File: config.mk
export PLATFORM = sky130hd
export DESIGN_NAME = rx_reg_bridge
export DESIGN_NICKNAME = d
export VERILOG_FILES = /design/src/rtl/rx_reg_bridge.sv
export SDC_FILE = /design/constraint.sdc
export NUM_CORES = 1
export LEC_CHECK = 0
export CORE_ASPECT_RATIO = 1.2
export CORE_MARGIN = 3
export CORE_UTILIZATION = 51
export CTS_BUF_LIST = sky130_fd_sc_hd__clkbuf_16
export DETAILED_ROUTE_END_ITERATION = 10
export PLACE_DENSITY = 0.91
export SYNTH_ARGS = -nofsm -noshare
export SYNTH_HDL_FRONTEND = slang
export SYNTH_SLANG_ARGS = --single-unit
File: constraint.sdc
create_clock -name ipClk -period 2.8 [get_ports ipClk]
set_input_delay 0.56 -clock ipClk [delete_from_list [all_inputs] [get_ports ipClk]]
set_output_delay 0.56 -clock ipClk [all_outputs]
set_load 0.01 [all_outputs]
File: src/rtl/rx_reg_bridge.sv
// Byte-stream to register-bus bridge: parses SYNC/CMD/ADDR/COUNT packets into
// burst register writes, or into burst reads streamed back LSB first.
module rx_reg_bridge #(
   parameter int          DATA_BYTES = 4,
   parameter int          ADDR_WIDTH = 8,
   parameter logic [7:0]  SYNC_BYTE  = 8'h55
) (
   input  logic                    ipClk,
   input  logic                    reset,
   input  logic [7:0]              ipRxData,
   input  logic                    ipRxValid,
   output logic                    opRxReady,
   output logic [ADDR_WIDTH-1:0]   opAddress,
   output logic [8*DATA_BYTES-1:0] opWrData,
   output logic                    opWrEnable,
   output logic                    opRdEnable,
   input  logic [8*DATA_BYTES-1:0] ipRdData,
   output logic [7:0]              opTxData,
   output logic                    opTxValid,
   input  logic                    ipTxReady
);

   localparam int DW         = 8 * DATA_BYTES;
   localparam int ADDR_BYTES = (ADDR_WIDTH + 7) / 8;
   localparam int AW_PAD     = 8 * ADDR_BYTES;
   localparam int IDXW       = $clog2(DATA_BYTES + 1);

   typedef enum logic [3:0] {
      IDLE,
      GET_CMD,
      GET_ADDR,
      GET_COUNT,
      GET_DATA,
      WR_PULSE,
      RD_REQ,
      RD_WAIT,
      SEND
   } state_t;

   state_t                state_q, state_d;
   logic                  is_write_q, is_write_d;
   logic [ADDR_WIDTH-1:0] addr_q, addr_d;
   logic [DW-1:0]         wr_data_q, wr_data_d;
   logic [DW-1:0]         rd_buf_q, rd_buf_d;
   logic [7:0]            remaining_q, remaining_d;
   logic [IDXW-1:0]       byte_idx_q, byte_idx_d;
   logic                  rx_ready_q, rx_ready_d;
   logic                  wr_en_q, wr_en_d;
   logic                  rd_en_q, rd_en_d;
   logic [7:0]            tx_data_q, tx_data_d;
   logic                  tx_valid_q, tx_valid_d;

   logic                  beat;
   logic [IDXW+2:0]       shamt;
   logic [AW_PAD-1:0]     addr_pad;

   always_comb begin
      state_d     = state_q;
      is_write_d  = is_write_q;
      addr_d      = addr_q;
      wr_data_d   = wr_data_q;
      rd_buf_d    = rd_buf_q;
      remaining_d = remaining_q;
      byte_idx_d  = byte_idx_q;
      tx_data_d   = tx_data_q;

      beat  = ipRxValid && rx_ready_q;
      shamt = {byte_idx_q, 3'b000};
      // Multi-byte fields are merged one byte lane at a time, LSB first
      addr_pad = AW_PAD'(addr_q);
      addr_pad = (addr_pad & ~(AW_PAD'(8'hFF) << shamt)) | (AW_PAD'(ipRxData) << shamt);

      case (state_q)
         IDLE: begin
            if (beat && ipRxData == SYNC_BYTE) state_d = GET_CMD;
         end
         GET_CMD: begin
            if (beat) begin
               byte_idx_d = '0;
               if (ipRxData == 8'h01) begin
                  is_write_d = 1'b1;
                  state_d    = GET_ADDR;
               end else if (ipRxData == 8'h00) begin
                  is_write_d = 1'b0;
                  state_d    = GET_ADDR;
               end else begin
                  state_d = IDLE;
               end
            end
         end
         GET_ADDR: begin
            if (beat) begin
               addr_d = addr_pad[ADDR_WIDTH-1:0];
               if (byte_idx_q == IDXW'(ADDR_BYTES - 1)) begin
                  byte_idx_d = '0;
                  state_d    = GET_COUNT;
               end else begin
                  byte_idx_d = byte_idx_q + IDXW'(1);
               end
            end
         end
         GET_COUNT: begin
            if (beat) begin
               remaining_d = ipRxData;
               byte_idx_d  = '0;
               if (ipRxData == 8'h00)  state_d = IDLE;
               else if (is_write_q)    state_d = GET_DATA;
               else                    state_d = RD_REQ;
            end
         end
         GET_DATA: begin
            if (beat) begin
               wr_data_d = (wr_data_q & ~(DW'(8'hFF) << shamt)) | (DW'(ipRxData) << shamt);
               if (byte_idx_q == IDXW'(DATA_BYTES - 1)) begin
                  byte_idx_d = '0;
                  state_d    = WR_PULSE;
               end else begin
                  byte_idx_d = byte_idx_q + IDXW'(1);
               end
            end
         end
         WR_PULSE: begin
            addr_d      = addr_q + ADDR_WIDTH'(1);
            remaining_d = remaining_q - 8'd1;
            state_d     = (remaining_q == 8'd1) ? IDLE : GET_DATA;
         end
         RD_REQ: begin
            state_d = RD_WAIT;
         end
         RD_WAIT: begin
            rd_buf_d   = ipRdData;
            tx_data_d  = ipRdData[7:0];
            byte_idx_d = '0;
            state_d    = SEND;
         end
         SEND: begin
            if (tx_valid_q && ipTxReady) begin
               if (byte_idx_q == IDXW'(DATA_BYTES - 1)) begin
                  byte_idx_d  = '0;
                  addr_d      = addr_q + ADDR_WIDTH'(1);
                  remaining_d = remaining_q - 8'd1;
                  state_d     = (remaining_q == 8'd1) ? IDLE : RD_REQ;
               end else begin
                  byte_idx_d = byte_idx_q + IDXW'(1);
                  rd_buf_d   = rd_buf_q >> 8;
                  tx_data_d  = 8'(rd_buf_q >> 8);
               end
            end
         end
         default: state_d = IDLE;
      endcase

      // Handshake and strobe outputs are registered images of the next state
      rx_ready_d = (state_d == IDLE) || (state_d == GET_CMD) || (state_d == GET_ADDR) ||
                   (state_d == GET_COUNT) || (state_d == GET_DATA);
      wr_en_d    = (state_d == WR_PULSE);
      rd_en_d    = (state_d == RD_REQ);
      tx_valid_d = (state_d == SEND);
   end

   always_ff @(posedge ipClk) begin
      if (reset) begin
         state_q     <= IDLE;
         is_write_q  <= 1'b0;
         addr_q      <= '0;
         wr_data_q   <= '0;
         rd_buf_q    <= '0;
         remaining_q <= '0;
         byte_idx_q  <= '0;
         rx_ready_q  <= 1'b0;
         wr_en_q     <= 1'b0;
         rd_en_q     <= 1'b0;
         tx_data_q   <= '0;
         tx_valid_q  <= 1'b0;
      end else begin
         state_q     <= state_d;
         is_write_q  <= is_write_d;
         addr_q      <= addr_d;
         wr_data_q   <= wr_data_d;
         rd_buf_q    <= rd_buf_d;
         remaining_q <= remaining_d;
         byte_idx_q  <= byte_idx_d;
         rx_ready_q  <= rx_ready_d;
         wr_en_q     <= wr_en_d;
         rd_en_q     <= rd_en_d;
         tx_data_q   <= tx_data_d;
         tx_valid_q  <= tx_valid_d;
      end
   end

   assign opRxReady  = rx_ready_q;
   assign opAddress  = addr_q;
   assign opWrData   = wr_data_q;
   assign opWrEnable = wr_en_q;
   assign opRdEnable = rd_en_q;
   assign opTxData   = tx_data_q;
   assign opTxValid  = tx_valid_q;

endmodule

==> run_results.csv <==
group,metric,value,unit
timing,maxSlewViolCount,0,
detailed_routing,viasPerCell,5.94,
yosys,synth_seq_cells,92,
detailed_routing,wl_per_cell,17.1,um
finish,fin_nets,659,
finish,seq_area,1840,um^2
cts,cts_tree,"done",
floorplanning,initial_core_util,53.5,%
floorplanning,fp.dieH,108,um
yosys,yosysTopAreaCellShare,41.6,%
yosys,synthTopCellsByArea,"dfxtp_1 (42%), nor2_1 (7.4%), a22oi_1 (6.8%), nand2_1 (3.6%), a311oi_1 (3.2%)",
detailed_routing,drc_errors,0,
yosys,synthCells,526,
global_route,grt_util_all_layers,25.4,%
timing,whs,0.479,ns
finish,final.fill_count,628,
yosys,yosys_warnings,0,
timing,min_period_over_period,88.7,%
yosys,syn-cell-area,4430,um^2
cts,hold_buffers,0,
cts,clk_pin_slew,0.06,ns
power_and_ir_drop,p_sw_share,23.3,%
job,maxCapViolCount,0,
global_route,grt_pass1_vias,4242,
power_and_ir_drop,power_frac_comb,5.6,%
floorplanning,fp-row-count,36,
yosys,synthDistinctLibCells,62,
global_route,grt_pass1_wl,20200,um
critical_path,crit_slowest_cell,"or4_4",
critical_path,crit_fanout,3,
critical_path,cp_cell_sequence,"clkdlybuf4s50_1, or4_4, or3_1, a41oi_1, nor4bb_1, o211a_1",
power_and_ir_drop,vdd_drop_max,461,uV
power_and_ir_drop,intPower,1.99,mW
critical_path,arrival,2.77,ns
timing,relSlewSlack,57.5,%
cts,h-tree-depth,3,
finish,layout-area-overhead-vs-synth,29.3,%
yosys,ys_seq_area_share,41.6,%
floorplanning,dieArea,9850,um^2
floorplanning,die_w,91.1,um
yosys,synth_most_common_cell,"dfxtp_1",
placed_design,port_buffers,95,
timing,hold_violations,0,
timing,tightest_slew,0.637,ns
yosys,synth_flop_cell,"dfxtp_1",
timing,rsz0062_at_grt,"false",
critical_path,path_class,"input pin to flop",
power_and_ir_drop,powerDensity,453,nW/um^2
critical_path,max_stage_delay,0.59,ns
critical_path,path_depth,6,
cts,cts_root_buf,"clkbuf_16",
floorplanning,ios,96,
yosys,synth_top_area_cell,"dfxtp_1",
timing,fin_worst_skew,0.00456,ns
yosys,synthTopCellsByCount,"dfxtp_1 (92), nor2_1 (87), nand2_1 (43)",
global_route,grt_max_degree,78,
cts,clock_path_buffers,2,
detailed_routing,drtPass1Iterations,5,
cts,cts_setup_buffers,0,
critical_path,r2r_cells,7,
detailed_routing,dr_total_vias,4306,
floorplanning,coreArea,8290,um^2
detailed_routing,drt_wl_total,12400,um
critical_path,cp-start-kind,"input pin",
yosys,ys_async_sr_fraction,0,%
critical_path,cp-end-kind,"flop",
cts,cts.repair.resized,0,
timing,tns,0,ns
global_route,antenna_found_initial,0,
yosys,syn_avg_cell_area,8.42,um^2
cts,cts.sinks,92,
critical_path,critPathBufInv,1,
detailed_routing,ant_nets,0,
cts,insertion_delay,0.35,ns
yosys,syn_nets,579,
critical_path,critical_path_required,3.09,ns
finish,diodes,0,
critical_path,cp_top_family,"simple AND/OR/NAND/NOR gates",
yosys,synth_edf_count,0,
hold_path,min_path_cells,2,
finish,multi_input_area,2300,um^2
placed_design,gp_congestion,0.936,
power_and_ir_drop,p_leak,2.10,nW
hold_path,hold_path.class,"flop to flop",
status,outcome,"finished clean",
cts,numCtsBuffers,9,
placed_design,place_hpwl,8490,um
timing,period_minus_slack,2.48,ns
timing,clock.fmax,403,MHz
timing,setup_violations,0,
detailed_routing,drtIter0Drc,377,
finish,drive_gt1_share,8.67,%
global_route,gr-total-overflow,0,
power_and_ir_drop,power_frac_seq,50.5,%
power_and_ir_drop,netSwitchingPower,605,uW
power_and_ir_drop,clockPowerShare,44.0,%
-- worst register-to-register path, cell delays in order (launching register included) --
cell and delay [ns]:
dfxtp_1 0.48, ha_1 0.25, ha_1 0.22, nand3_1 0.18, or2_2 0.35, a211oi_1 0.37, a311oi_2 0.12, nor4b_1 0.35
-- worst paths after layout --
path	from	endpoint	slack (ns)
worst min-delay path	rd_buf_q[15]$_SDFFE_PP0P_	rd_buf_q[7]$_SDFFE_PP0P_	0.48
worst max register to register	byte_idx_q[1]$_SDFFE_PP0P_	opRdEnable$_SDFF_PP0_	0.39
worst max-delay path	ipRxData[1]	opRxReady$_SDFF_PP0_	0.32
worst min register to register	rd_buf_q[15]$_SDFFE_PP0P_	rd_buf_q[7]$_SDFFE_PP0P_	0.48
-- metal layers --
layer	vias up	GRT usage, %	part of all wire [%]
met4	0	12.7	2.7
met3	28	7.65	7.5
met5	-	0	0
met2	181	42.9	48
li1	2064	-	-
met1	2033	29.2	42
-- through the flow --
stage | setup WS (ns) | util, % | cell area (um^2) | cells | total power, mW
after global routing | 0.204 | 69.1 | 5730 | 725 | 2.67
after global placement | 0.0622 | 65.8 | 5450 | 709 | 1.48
after detailed placement | 0.0181 | 65.8 | 5450 | 709 | 1.48
final | 0.316 | 69.1 | 5730 | 725 | 2.60
after CTS | 0.305 | 69.1 | 5730 | 725 | 2.61
after floorplan | 0.435 | - | 4430 | 526 | 1.39
-- power groups by stage --
stage	Sequential (mW)	Clock [mW]	Combinational, mW
after floorplan	1.34	0	0.0482
after global placement	1.34	0	0.140
after detailed placement	1.34	0	0.142
after CTS	1.31	1.15	0.143
after global routing	1.31	1.20	0.155
final	1.31	1.14	0.144
-- logic make-up after synthesis --
| kind of cell | after synthesis | share of synthesized area [%] |
|---|---|---|
| fa+ha+maj | 9 | 2.54 |
| compound gates | 144 | 23.6 |
| mux | 12 | 2.74 |
| flops | 92 | 41.6 |
| buf+inv | 63 | 6.58 |
| simple gates | 204 | 22.5 |
| xor+xnor | 2 | 0.395 |
-- cells in the final DEF (no fill, tap or decap), types with 4 or more instances in the layout --
| master | n |
|---|---|
| o21ai_0 | 13 |
| nand3_1 | 11 |
| nor3_1 | 8 |
| a21o_1 | 5 |
| a22oi_1 | 40 |
| a21oi_1 | 24 |
| buf_4 | 19 |
| ha_1 | 9 |
| and3_1 | 10 |
| clkbuf_16 | 9 |
| inv_1 | 17 |
| mux2i_1 | 11 |
| o21a_1 | 6 |
| and2_1 | 4 |
| a311oi_1 | 16 |
| nor2_1 | 87 |
| dfxtp_1 | 92 |
| a211oi_1 | 13 |
| clkdlybuf4s50_1 | 94 |
| nand2_1 | 43 |
| nor2b_1 | 4 |
| nor4_1 | 5 |
-- flip-flops by register name, indices dropped and copies added, names as in the netlist --
register and flops:
rd_buf_q 32, opWrEnable 1, opTxValid 1, opRdEnable 1, state_q 4, opRxReady 1, byte_idx_q 3, is_write_q 1
opWrData 32, opAddress 8, remaining_q 8
-- area by class of cell --
class	instances	share of cell area, %
multi-input combinational	371	40.1
clock buffer	9	3.93
tap	114	2.49
inverter	17	1.11
sequential	92	32.1
timing repair buffer	115	19.3
clock inverter	7	0.895
No activity file was read; power rests on OpenSTA's default activity.
